$ cat config.mk
export PLATFORM = sky130hd
export DESIGN_NAME = clock_set_ctrl
export DESIGN_NICKNAME = d
export VERILOG_FILES = /design/src/rtl/clock_set_ctrl.sv
export SDC_FILE = /design/constraint.sdc
export NUM_CORES = 1
export LEC_CHECK = 0
export BUFFER_PORTS_ARGS = -buffer_cell sky130_fd_sc_hd__buf_2
export CORE_AREA = 2 2 98 100
export CTS_BUF_LIST = sky130_fd_sc_hd__clkbuf_8
export CTS_CLUSTER_SIZE = 12
export DETAILED_ROUTE_END_ITERATION = 10
export DIE_AREA = 0 0 100 102
export HOLD_SLACK_MARGIN = 0.06
export PLACE_DENSITY = 0.74
export SETUP_SLACK_MARGIN = 0.05
export SLEW_MARGIN = 20
export SYNTH_ARGS = -nofsm -noshare
export SYNTH_HDL_FRONTEND = slang
export SYNTH_SLANG_ARGS = --single-unit
$ cat constraint.sdc
create_clock -name built_in_clk -period 2.9 [get_ports built_in_clk]
set_input_delay 0.435 -clock built_in_clk [delete_from_list [all_inputs] [get_ports built_in_clk]]
set_output_delay 0.435 -clock built_in_clk [all_outputs]
set_load 0.02 [all_outputs]
$ cat src/rtl/clock_set_ctrl.sv
// rtl/clock_set_ctrl.sv - calendar clock set-mode sequencer, 1 Hz prescaler, button debounce and blink
// Optional idle auto-exit from set mode is built when CLK_SET_TIMEOUT_EN is defined.
module clock_set_ctrl #(
  parameter int CLK_HZ      = 50_000_000,
  parameter int TICK_HZ     = 1,
  parameter int DEBOUNCE_MS = 20,
  parameter int BLINK_HZ    = 2,
  parameter int TIMEOUT_S   = 30
) (
  input  logic       built_in_clk,
  input  logic       glob_rst_n,
  input  logic       btn_mode_n,
  input  logic       btn_inc_n,
  output logic       run_tick,
  output logic [5:0] field_sel,
  output logic       field_inc,
  output logic       sec_clr,
  output logic [5:0] blank_mask,
  output logic       set_mode
);

  localparam int PRE_MAX = CLK_HZ / TICK_HZ - 1;
  localparam int PRE_W   = (PRE_MAX > 0) ? $clog2(PRE_MAX + 1) : 1;
  localparam int DEB_CYC = CLK_HZ / 1000 * DEBOUNCE_MS;
  localparam int DEB_MAX = DEB_CYC - 1;
  localparam int DEB_W   = (DEB_MAX > 0) ? $clog2(DEB_MAX + 1) : 1;
  localparam int BLK_MAX = CLK_HZ / (2 * BLINK_HZ) - 1;
  localparam int BLK_W   = (BLK_MAX > 0) ? $clog2(BLK_MAX + 1) : 1;

  typedef enum logic [2:0] {
    RUN, SET_YEAR, SET_MON, SET_DAY, SET_HOUR, SET_MIN, SET_SEC
  } state_t;

  state_t state, next_state;

  // Button path, bit 0 = mode, bit 1 = inc
  logic [1:0]       sync1, sync2, deb, deb_d, press;
  logic [DEB_W-1:0] deb_cnt [2];

  always_ff @(posedge built_in_clk or negedge glob_rst_n) begin
    if (!glob_rst_n) begin
      sync1 <= 2'b11;
      sync2 <= 2'b11;
      deb   <= 2'b11;
      deb_d <= 2'b11;
      for (int i = 0; i < 2; i++) deb_cnt[i] <= '0;
    end else begin
      sync1 <= {btn_inc_n, btn_mode_n};
      sync2 <= sync1;
      deb_d <= deb;
      for (int i = 0; i < 2; i++) begin
        if (sync2[i] != deb[i]) begin
          if (deb_cnt[i] == DEB_W'(DEB_MAX)) begin
            deb[i]     <= sync2[i];
            deb_cnt[i] <= '0;
          end else begin
            deb_cnt[i] <= deb_cnt[i] + 1'b1;
          end
        end else begin
          deb_cnt[i] <= '0;
        end
      end
    end
  end

  assign press = deb_d & ~deb;

  logic timeout;

`ifdef CLK_SET_TIMEOUT_EN
  localparam int TO_MAX = TIMEOUT_S * CLK_HZ - 1;
  localparam int TO_W   = (TO_MAX > 0) ? $clog2(TO_MAX + 1) : 1;
  logic [TO_W-1:0] idle_cnt;

  always_ff @(posedge built_in_clk or negedge glob_rst_n) begin
    if (!glob_rst_n) begin
      idle_cnt <= '0;
    end else if (next_state == RUN || press != 2'b00) begin
      idle_cnt <= '0;
    end else begin
      idle_cnt <= idle_cnt + 1'b1;
    end
  end

  assign timeout = (state != RUN) && (idle_cnt == TO_W'(TO_MAX));
`else
  // No idle exit in this build; the comparison is constant false.
  assign timeout = (TIMEOUT_S < 0);
`endif

  logic       inc_act, inc_d, clr_d;
  logic [5:0] sel_d;

  always_comb begin
    next_state = state;
    inc_act    = 1'b0;
    inc_d      = 1'b0;
    clr_d      = 1'b0;
    sel_d      = 6'b000000;
    if (press[0]) begin
      case (state)
        RUN:      next_state = SET_YEAR;
        SET_YEAR: next_state = SET_MON;
        SET_MON:  next_state = SET_DAY;
        SET_DAY:  next_state = SET_HOUR;
        SET_HOUR: next_state = SET_MIN;
        SET_MIN:  next_state = SET_SEC;
        default:  next_state = RUN;
      endcase
    end else if (timeout) begin
      next_state = RUN;
    end
    // A mode press in the same cycle swallows the inc press
    inc_act = press[1] && !press[0] && (state != RUN);
    inc_d   = inc_act && (state != SET_SEC);
    clr_d   = inc_act && (state == SET_SEC);
    case (next_state)
      SET_YEAR: sel_d = 6'b100000;
      SET_MON:  sel_d = 6'b010000;
      SET_DAY:  sel_d = 6'b001000;
      SET_HOUR: sel_d = 6'b000100;
      SET_MIN:  sel_d = 6'b000010;
      SET_SEC:  sel_d = 6'b000001;
      default:  sel_d = 6'b000000;
    endcase
  end

  always_ff @(posedge built_in_clk or negedge glob_rst_n) begin
    if (!glob_rst_n) begin
      state     <= RUN;
      field_sel <= '0;
      field_inc <= 1'b0;
      sec_clr   <= 1'b0;
      set_mode  <= 1'b0;
    end else begin
      state     <= next_state;
      field_sel <= sel_d;
      field_inc <= inc_d;
      sec_clr   <= clr_d;
      set_mode  <= (next_state != RUN);
    end
  end

  // Cleared on both entry and exit edges so the first tick after set mode is a full period away
  logic [PRE_W-1:0] pre_cnt;

  always_ff @(posedge built_in_clk or negedge glob_rst_n) begin
    if (!glob_rst_n) begin
      pre_cnt <= '0;
    end else if (state != RUN || next_state != RUN) begin
      pre_cnt <= '0;
    end else if (pre_cnt == PRE_W'(PRE_MAX)) begin
      pre_cnt <= '0;
    end else begin
      pre_cnt <= pre_cnt + 1'b1;
    end
  end

  assign run_tick = (state == RUN) && (pre_cnt == PRE_W'(PRE_MAX));

  logic [BLK_W-1:0] blk_cnt;
  logic             phase;

  always_ff @(posedge built_in_clk or negedge glob_rst_n) begin
    if (!glob_rst_n) begin
      blk_cnt <= '0;
      phase   <= 1'b0;
    end else if (next_state == RUN || next_state != state || inc_act) begin
      blk_cnt <= '0;
      phase   <= 1'b0;
    end else if (blk_cnt == BLK_W'(BLK_MAX)) begin
      blk_cnt <= '0;
      phase   <= ~phase;
    end else begin
      blk_cnt <= blk_cnt + 1'b1;
    end
  end

  assign blank_mask = phase ? field_sel : 6'b000000;

endmodule
* After elaboration in Yosys (flattened, before gate mapping)
Cells that the tools add are included.
Storage, ports and cells: register bits 111, output and inout port bits 16, input bits 4
Cells by class: bitwise operators 3, reduce and logical (&&, ||, !) cells 16, add/sub/neg operators 4, muxes and demuxes 14, eq/ne operators 20
Operators with widths (number):
- two-way mux 20 bit | 4
- two-way mux 26 bit | 2
- two-way mux 24 bit | 2
- adder 20 x 1 -> 20 bit, second input constant | 2
- equality test 20 bit, second input constant | 2
- case mux 6 bit (6 select lines) | 1
- adder 26 x 1 -> 26 bit, second input constant | 1
- equality test 26 bit, second input constant | 1
- adder 24 x 1 -> 24 bit, second input constant | 1
- equality test 24 bit, second input constant | 1
- equality test 3 bit, second input constant | 6
- case mux 3 bit (6 select lines) | 1
- equality test 3 x 2 -> 1 bit, second input constant | 4
- equality test 3 x 1 -> 1 bit, second input constant | 2
- zero test 3 bit | 2
- two-way mux 6 bit | 1
- nonzero test 3 bit | 2
- logical AND 1 bit | 5
- AND reduction 2 bit | 2
- logical OR 1 bit | 3
- two-way mux 3 bit | 1
- inequality test 3 bit | 1
- inequality test 3 bit, second input constant | 1
- bitwise AND 2 bit | 1
- 6 further kinds | 8

* Longest topological paths before layout
Gate-level depths: netlist of the first run.
depth after elaboration 7, mapped depth 7, mapped depth without buffers 5

* Least setup slack after synthesis of the first run
No wires, ideal clock.
path kind flip-flop to output port, start reg pre_cnt[0], end out run_tick, cell stages (with the launch flop) 5, data required time 2.465 ns, buffers on the path 1, path slack 0.868 ns, arrival time 1.597 ns, cells stage by stage dfrtp_1 ha_1 clkbuf_1 nand4_1 nor4_1
Between the ends: word-level cells in the longest chain between the ends 2
RTL lines:
- start: declaration | line 145 | logic [PRE_W-1:0] pre_cnt;
- start signal: assignment | line 155 | pre_cnt <= pre_cnt + 1'b1;
- equality test 26 bit | line 159 | assign run_tick = (state == RUN) && (pre_cnt == PRE_W'(PRE_MAX));
- logical AND 1 bit | line 159
- end: declaration | line 14 | output logic run_tick,
No other way between the ends.

* Worst setup path in the final report of the first run
start reg pre_cnt[2], end out run_tick
Same word-level chain as after synthesis.

==> results.md, run 1 <==
Detailed routing:
- After detailed routing, the number of remaining DRC violations is 0.
- The routed layout has 3,981 vias.
- The total routed wirelength is 9700 um.
- The first detailed-routing pass took 4 iterations.
- In the routed layout, each cell is associated on average with a via count of 5.94.
- The number of nets with antenna violations after routing is 0.
- The average wire per cell in the routed design is 14.5 um.
- For this block, the initial DRC count from the detailed router was 153.

Die:
- Measured along the x axis, the die boundary spans 100 um.
- The floorplan step defined a die boundary enclosing 10,200 um^2.
- The number of I/O pins is 20.
- Once the floorplan was initialized, standard cells occupied 58.3% of the core.
- The vertical extent of the die is 102 um.
- The floorplan row count is 35.
- The floorplan step defined a core boundary enclosing 9110 um^2.

Critical path:
- For this design, the slowest cell found on the critical path is sky130_fd_sc_hd__dfrtp_1.
- The required time at the endpoint of the critical path is 2.47 ns.
- The critical path goes through and4_1 > buf_4 > nand4_1 > nor4_1 > buf_2.
- The worst setup path is of the flip-flop to output pin kind.
- The worst setup path is captured at an output pin.
- The cell class contributing the biggest share of worst-path delay is simple AND/OR/NAND/NOR gates.
- The critical path contains buffers and inverters numbering 2 combined.
- Data on the critical path arrives at its endpoint at 2.03 ns.
- The kind of start point of the critical path is a flip-flop.
- The internal reg-to-reg setup slack is 0.68 ns.
- The critical path's largest stage delay is 0.43 ns.
- Along the worst path, the maximum fanout reaches 12.

Power and ir drop:
- For this design the static power due to leakage is 0.00230 uW.
- Across the VDD grid, the largest voltage drop is 343 uV.
- For this design the ratio of total power to cell area is 440 nW/um^2.

Finish:
- The commonest non-fill, non-tap cell in the layout is sky130_fd_sc_hd__dfrtp_1.
- In the layout the commonest cells are sky130_fd_sc_hd__dfrtp_1 (103), sky130_fd_sc_hd__nor2_1 (63), sky130_fd_sc_hd__a21oi_1 (33), sky130_fd_sc_hd__nand2_1 (31), sky130_fd_sc_hd__nand4_1 (28).
- The fill cell total of the finished layout is 757.
- The final standard cell utilization of the core is 63.0%.
- The final design instance area without fill is 5740 um^2.
- After the last flow step, the layout net total stands at 562.
- The number of standard cells in the final layout excluding fillers is 670.
- From synthesis to final layout, the design area changed by 7.96%.
- The number of antenna diodes in the final layout is 0.
- The layout cell share with drive strength beyond 1 is 10.6%.

Clocking:
- The number of H-tree levels is 3.
- The clock drives 111 sinks.
- TritonCTS built the clock tree.
- The latest clock arrival within the worst-skew pair is 0.36 ns.
- The tree is rooted in a sky130_fd_sc_hd__clkbuf_8.
- The number of clock buffers added by TritonCTS is 9.
- The clock transition time at the flip-flop clock pins of the worst setup and hold paths is 0.11 ns.
- The maximum root-to-sink buffer count is 2.

Synth:
- The number of warnings printed during yosys synthesis is 0.
- The post-synth design cell area is 5310 um^2.
- The net count after synthesis is 544.
- In this run, synthesis produced a sequential element count of 111.
- For this run, the leading register cell type out of synthesis is sky130_fd_sc_hd__dfrtp_1.
- Counting every instance in the synthesized netlist gives 536.
- The synthesized netlist contains 42 unique library cells.
- The average cell area after synthesis is 9.91 um^2.
- Summing the sequential cell areas from Yosys gives 52.5% of the chip area.
- The post-synthesis async set-or-reset flop share is 100%.
- The number of enable-type register cells in the synthesized netlist is 0.

Timing:
- The final-report hold violation count is 0.
- The final period utilization is 85.2%.
- The worst pin sits at a relative slew slack of 58.9%.
- The slew at the pin closest to its max-slew limit is 0.613 ns.
- The clock arrives with 0.00938 ns of skew.
- Subtracting the final worst setup slack from the clock period gives 2.47 ns.
- The number of pins exceeding their max-slew limit in the final report was 0.
- The number of failing setup endpoints in the final timing report is 0.
- The setup TNS is 0 ns.
- Setup repair after global routing left no endpoint under its margin.
- Static timing analysis puts the maximum clock frequency at 0.405 GHz.

Global routing:
- The number of antenna violations at the first check in global routing came to 0.
- The number of global-route vias before repair is 3,761.
- The first global-routing pass estimated 17,100 um of wire.
- The global-route total usage across every layer is 20.7%.
- Entering global routing, the biggest net connects 80 pins.
- After global routing the overflow that remains totals 0.

Status:
- The flow ran to the end, and the final reports show no timing, DRC or antenna violations.

Worst hold path:
- The type of the tightest min-delay check is input pin to flip-flop.

Run:
- The number of violations of the max-capacitance limit is 0.

Place:
- The number of port buffers is 19.
- The number of placed cells counting well taps is 653.
- After detailed placement, the total cell area comes to 5530 um^2.
- The placer's final routability congestion estimate is 0.839.
- Once detailed placement completed, the half-perimeter wirelength came to 6720 um.
## cells by family (layout without fill, tap and decap cells)
logic type,Yosys count,in the layout,synth area share [%]
flip-flops,111,111,52.5
AND/OR/NAND/NOR,255,255,26.3
buffers and inverters,33,56,2.68
XOR/XNOR,52,52,8.57
multiplexers,3,3,0.612
adder cells (fa/ha/maj),4,4,0.942
AO/OA/AOI/OAI,78,78,8.38
## layer usage
| layer | vias to the layer above | global-route usage, % | part of all wire, % |
|---|---|---|---|
| met5 | - | 0 | 0 |
| met3 | 14 | 4.17 | 2.4 |
| met4 | 0 | 6.11 | 1.4 |
| li1 | 1964 | - | - |
| met1 | 1954 | 27.4 | 47 |
| met2 | 49 | 35.0 | 49 |
## timing repair
item,CTS,global route
hold buffers,1,0
setup buffers,0,0
hold endpoints to repair,32,0
resized for setup,0,0
## worst reg2reg max path, cell delays in order (launching register included)
cell                      delay [ns]
sky130_fd_sc_hd__dfrtp_1        0.42
sky130_fd_sc_hd__or4b_1         0.53
sky130_fd_sc_hd__or4_4          0.56
sky130_fd_sc_hd__o21ai_2        0.29
sky130_fd_sc_hd__buf_4          0.26
sky130_fd_sc_hd__nor2_1         0.07
## flip-flops by register name, summed over array words and instances, names as in the netlist
register	count
sync1	2
pre_cnt	26
set_mode	1
deb_cnt	40
deb_d	2
state	3
deb	2
sec_clr	1
field_inc	1
field_sel	6
sync2	2
blk_cnt	24
phase	1
## stage by stage
| step | hold slack, ns | setup WS (ns) | total power (uW) |
|---|---|---|---|
| after floorplan | 0.139 | 0.868 | 1620 |
| after global routing | 0.128 | 0.349 | 2630 |
| final | 0.157 | 0.431 | 2520 |
| after global placement | 0.348 | 0.735 | 1660 |
| after detailed placement | 0.351 | 0.671 | 1660 |
| after CTS | 0.140 | 0.421 | 2560 |
## power breakdown
part	switching, uW	internal, uW	leakage [uW]	total, uW
clock network	521	375	0.0000989	897
registers	8.73	1560	0.00150	1570
logic	44.2	14.9	0.000701	59.1
total	574	1950	0.00230	2520
## synth_stat cells (4+ instances only)
cell type / instances / area, um^2
sky130_fd_sc_hd__a21oi_1: 33 / 165
sky130_fd_sc_hd__and2_1: 10 / 62.6
sky130_fd_sc_hd__and3_1: 5 / 31.3
sky130_fd_sc_hd__and4_1: 12 / 105
sky130_fd_sc_hd__clkbuf_1: 16 / 60.1
sky130_fd_sc_hd__dfrtp_1: 103 / 2580
sky130_fd_sc_hd__dfstp_2: 8 / 210
sky130_fd_sc_hd__ha_1: 4 / 50.1
sky130_fd_sc_hd__inv_1: 12 / 45.0
sky130_fd_sc_hd__nand2_1: 31 / 116
sky130_fd_sc_hd__nand3_1: 27 / 135
sky130_fd_sc_hd__nand4_1: 28 / 175
sky130_fd_sc_hd__nor2_1: 63 / 236
sky130_fd_sc_hd__nor3_1: 11 / 55.1
sky130_fd_sc_hd__nor4_1: 11 / 68.8
sky130_fd_sc_hd__nor4b_1: 4 / 35.0
sky130_fd_sc_hd__o21ai_0: 23 / 115
sky130_fd_sc_hd__o31ai_1: 14 / 105
sky130_fd_sc_hd__or3_1: 23 / 144
sky130_fd_sc_hd__or4_1: 12 / 90.1
sky130_fd_sc_hd__xnor2_1: 26 / 228
sky130_fd_sc_hd__xor2_1: 26 / 228
## final timing paths
kind | cells after the start | startpoint | to
max | 5 | pre_cnt[2] | run_tick
min | 1 | btn_mode_n | sync1[0]
max reg2reg | 5 | deb_cnt[35] | deb_cnt[27]
min reg2reg | 0 | sync1[0] | sync2[0]
max in group asynchronous | 3 | glob_rst_n | deb_d[1]
min in group asynchronous | 2 | glob_rst_n | field_sel[1]
## area by class of cell
type / instances / area (um^2) / share of cell area (%)
Clock buffer: 11 / 151 / 2.64
Multi-Input combinational cell: 392 / 2390 / 41.6
Timing Repair Buffer: 28 / 180 / 3.14
Tap cell: 111 / 139 / 2.42
Clock inverter: 5 / 45.0 / 0.785
Inverter: 12 / 45.0 / 0.785
Sequential cell: 111 / 2790 / 48.6
Note: power is estimated with default switching activity, not from simulation.
==> run 2: changes to the inputs <==
==> constraint.sdc (replaced) <==
create_clock -name built_in_clk -period 3.05 [get_ports built_in_clk]
set_input_delay 0.4575 -clock built_in_clk [delete_from_list [all_inputs] [get_ports built_in_clk]]
set_output_delay 0.4575 -clock built_in_clk [all_outputs]
set_load 0.02 [all_outputs]
==> results.md, run 2 (synthesized netlist as in run 1, its figures left out) <==
Global routing:
- The total congestion overflow is 0 (unchanged).
- The number of global-route vias before repair came to 3,772 (+0.29%).
- The number of antenna violations at the first check in global routing was 0 (unchanged).
- The wire length of the first global-routing pass is 17,200 um (+0.61%).
- The maximum number of pins on one net before global-route repair came to 60 (-25%).
- The global-route total usage across every layer is 20.9% (+0.17 points).

Clocking:
- The count of hold buffers inserted by post-cts repair came to 0 (-1).
- The number of H-tree levels came to 3 (unchanged).
- TritonCTS built the clock tree.
- The clock transition time at the flip-flop clock pins of the worst setup and hold paths was 0.10 ns (about the same).
- The latest clock arrival within the worst-skew pair came to 0.37 ns (about the same).
- The total clock buffers created by CTS is 9 (unchanged).
- The clock root buffer is sky130_fd_sc_hd__clkbuf_8.
- The post-cts gate resize count is 0 (unchanged).
- The maximum root-to-sink buffer count is 2 (unchanged).
- The count of clock tree sinks is 111 (unchanged).
- The total setup buffers inserted after CTS came to 0 (unchanged).

Finish:
- The relative area change from synthesis to final layout is 8.38%.
- The library cells used most frequently in the layout, excluding fill and tap cells, are sky130_fd_sc_hd__dfrtp_1 (103), sky130_fd_sc_hd__nor2_1 (63), sky130_fd_sc_hd__a21oi_1 (33), sky130_fd_sc_hd__nand2_1 (31), sky130_fd_sc_hd__nand4_1 (28).
- In the final layout, the registers with the most flip-flops are deb_cnt: 40 flops, pre_cnt: 26 flops, blk_cnt: 24 flops.
- The fill cell total of the finished layout is 746 (-1.5%).
- The number of nets in the layout is 560 (-0.36%).
- The layout cell share with drive strength beyond 1 is 10.4% (-0.14 points).
- The flip-flop count of the largest register after layout was 40 (unchanged).
- The total inserted antenna cells came to 0 (unchanged).
- The library cell used most frequently in the layout, excluding fill and tap cells, is sky130_fd_sc_hd__dfrtp_1.
- The register bank with the most flops is deb_cnt.

Critical path:
- The required time at the endpoint of the critical path is 2.59 ns (+0.12 ns).
- The worst setup path is captured at an output pin.
- The worst path arrival time is 2.08 ns (+0.05 ns).
- The reg-to-reg critical path endpoint is pre_cnt[8].
- The worst setup path is of the flip-flop to output pin kind.
- The number of cells on the worst reg-to-reg path is 5 (unchanged).
- The cell class contributing the biggest share of worst-path delay is simple AND/OR/NAND/NOR gates.
- For this design, the slowest cell found on the critical path is sky130_fd_sc_hd__and4_1.
- The launch instance of the worst register-to-register path is pre_cnt[2].
- The largest fanout on the critical path is 12 (unchanged).
- The number of buffers and inverters on the critical path is 1 (-1).
- Traced cell by cell, the critical path runs through and4_1 > nand4_1 > nor4_1 > buf_2.
- The internal reg-to-reg setup slack is 0.87 ns (+0.19 ns).
- The kind of start point of the critical path is a flip-flop.
- The critical path's largest stage delay came to 0.45 ns (+0.02 ns).

Timing:
- The max-slew headroom at the worst pin is 49.9% (-8.9 points).
- The slew at the pin closest to its max-slew limit is 0.751 ns (+0.138 ns).
- The post-layout minimum cycle time is 2.54 ns.
- The setup TNS is 0 ns (unchanged).
- The worst path setup slack after routing is 0.511 ns (+0.0803 ns).
- The final period utilization is 83.2%.
- The number of failing setup endpoints in the final timing report is 0 (unchanged).
- Setup repair after global routing left no endpoint under its margin.
- Static timing analysis puts the maximum clock frequency at 0.394 GHz.
- The number of pins exceeding their max-slew limit in the final report was 0 (unchanged).
- The final-report hold violation count is 0 (unchanged).
- The setup skew after layout is 0.0127 ns (+0.00336 ns).

Place:
- The post-DP HPWL came to 6540 um (-2.6%).
- The placer's final routability congestion estimate is 0.828 (-1.4%).
- The number of port buffers came to 19 (unchanged).
- The pre-CTS worst setup slack is 0.927 ns (+0.256 ns).

Die:
- The die boundary width came to 100 um (unchanged).
- The number of I/O pins is 20 (unchanged).
- The floorplan row count is 35 (unchanged).
- The die area is 10,200 um^2 (unchanged).
- The vertical extent of the die came to 102 um (unchanged).
- The core outline area came to 9110 um^2 (unchanged).
- The initial core utilization is 58.3% (unchanged).

Detailed routing:
- The mean number of vias per cell is 5.89 (-0.88%).
- The length of the first detailed-routing pass in iterations is 5 (+1).
- The number of nets with antenna violations after routing is 0 (unchanged).
- The total routed wirelength is 9680 um (-0.27%).
- The detailed-route DRC error count was 0 (unchanged).
- The count of routing violations after the opening detailed-route iteration is 121 (-21%).
- The vias after detailed routing is 3,934 (-1.2%).
- The average wire per cell in the routed design is 14.5 um (about the same).

Worst hold path:
- The min-delay analysis places its worst path in the category input pin to asynchronous set/reset pin.

Power and ir drop:
- The highest ir drop seen on vdd is 338 uV (-1.4%).
- The cell leakage power is 0.00231 uW (+0.32%).
- The total power per unit cell area is 441 nW/um^2 (+0.32%).

Run:
- The number of violations of the max-capacitance limit is 0 (unchanged).

Status:
- The run finished with clean final reports.
## run 2: changes by cell type in the layout (fill, tap and decap cells not counted)
| cell | previous run | this run |
|---|---|---|
| sky130_fd_sc_hd__clkinv_8 | 0 | 1 |
| sky130_fd_sc_hd__buf_4 | 8 | 7 |
| sky130_fd_sc_hd__clkbuf_8 | 11 | 9 |
| sky130_fd_sc_hd__bufinv_16 | 0 | 2 |
| sky130_fd_sc_hd__inv_6 | 3 | 2 |
| sky130_fd_sc_hd__dlygate4sd3_1 | 1 | 0 |
## run 2: cell type report
type	count	area (um^2)	area share (%)
inverters	12	45.0	0.782
flip-flops and latches	111	2790	48.4
clock buffers	9	124	2.15
multi-input cells	392	2390	41.5
well taps	111	139	2.41
repair buffers	26	163	2.82
clock inverters	7	113	1.96
## run 2: how the worst max path moves through the flow
stage | startpoint | to | slack, ns | depth (start not counted)
global route | pre_cnt[2] | run_tick | 0.35 | 4
detailed placement | pre_cnt[2] | run_tick | 0.93 | 4
CTS | pre_cnt[2] | run_tick | 0.49 | 4
floorplan | pre_cnt[0] | run_tick | 1.0 | 4
finish | pre_cnt[2] | run_tick | 0.51 | 4
global placement | pre_cnt[2] | run_tick | 0.99 | 4
## run 2: report_power, final
group | leakage [uW] | internal [uW] | total [uW] | switching, uW
registers | 0.00150 | 1480 | 1490 | 8.26
logic | 0.000692 | 14.1 | 56.3 | 42.2
clock network | 0.000115 | 481 | 994 | 514
## run 2: routing by layer
layer	GRT usage (%)	wire length [um]	share of wire (%)	vias up
met2	35.1	4710	49	50
met5	0	0	0	-
li1	-	-	-	1952
met1	27.8	4590	47	1922
met4	5.27	102	1.1	0
met3	4.92	277	2.9	10
## run 2: metrics by stage
step	instance area (um^2)	power [uW]	instances	hold WS [ns]	util, %
floorplan	5310	1540	536	0.162	-
global placement	5520	1580	652	0.348	60.6
detailed placement	5520	1580	652	0.347	60.6
CTS	5760	2580	668	0.150	63.2
global route	5760	2630	668	0.135	63.2
finish	5760	2540	668	0.139	63.2
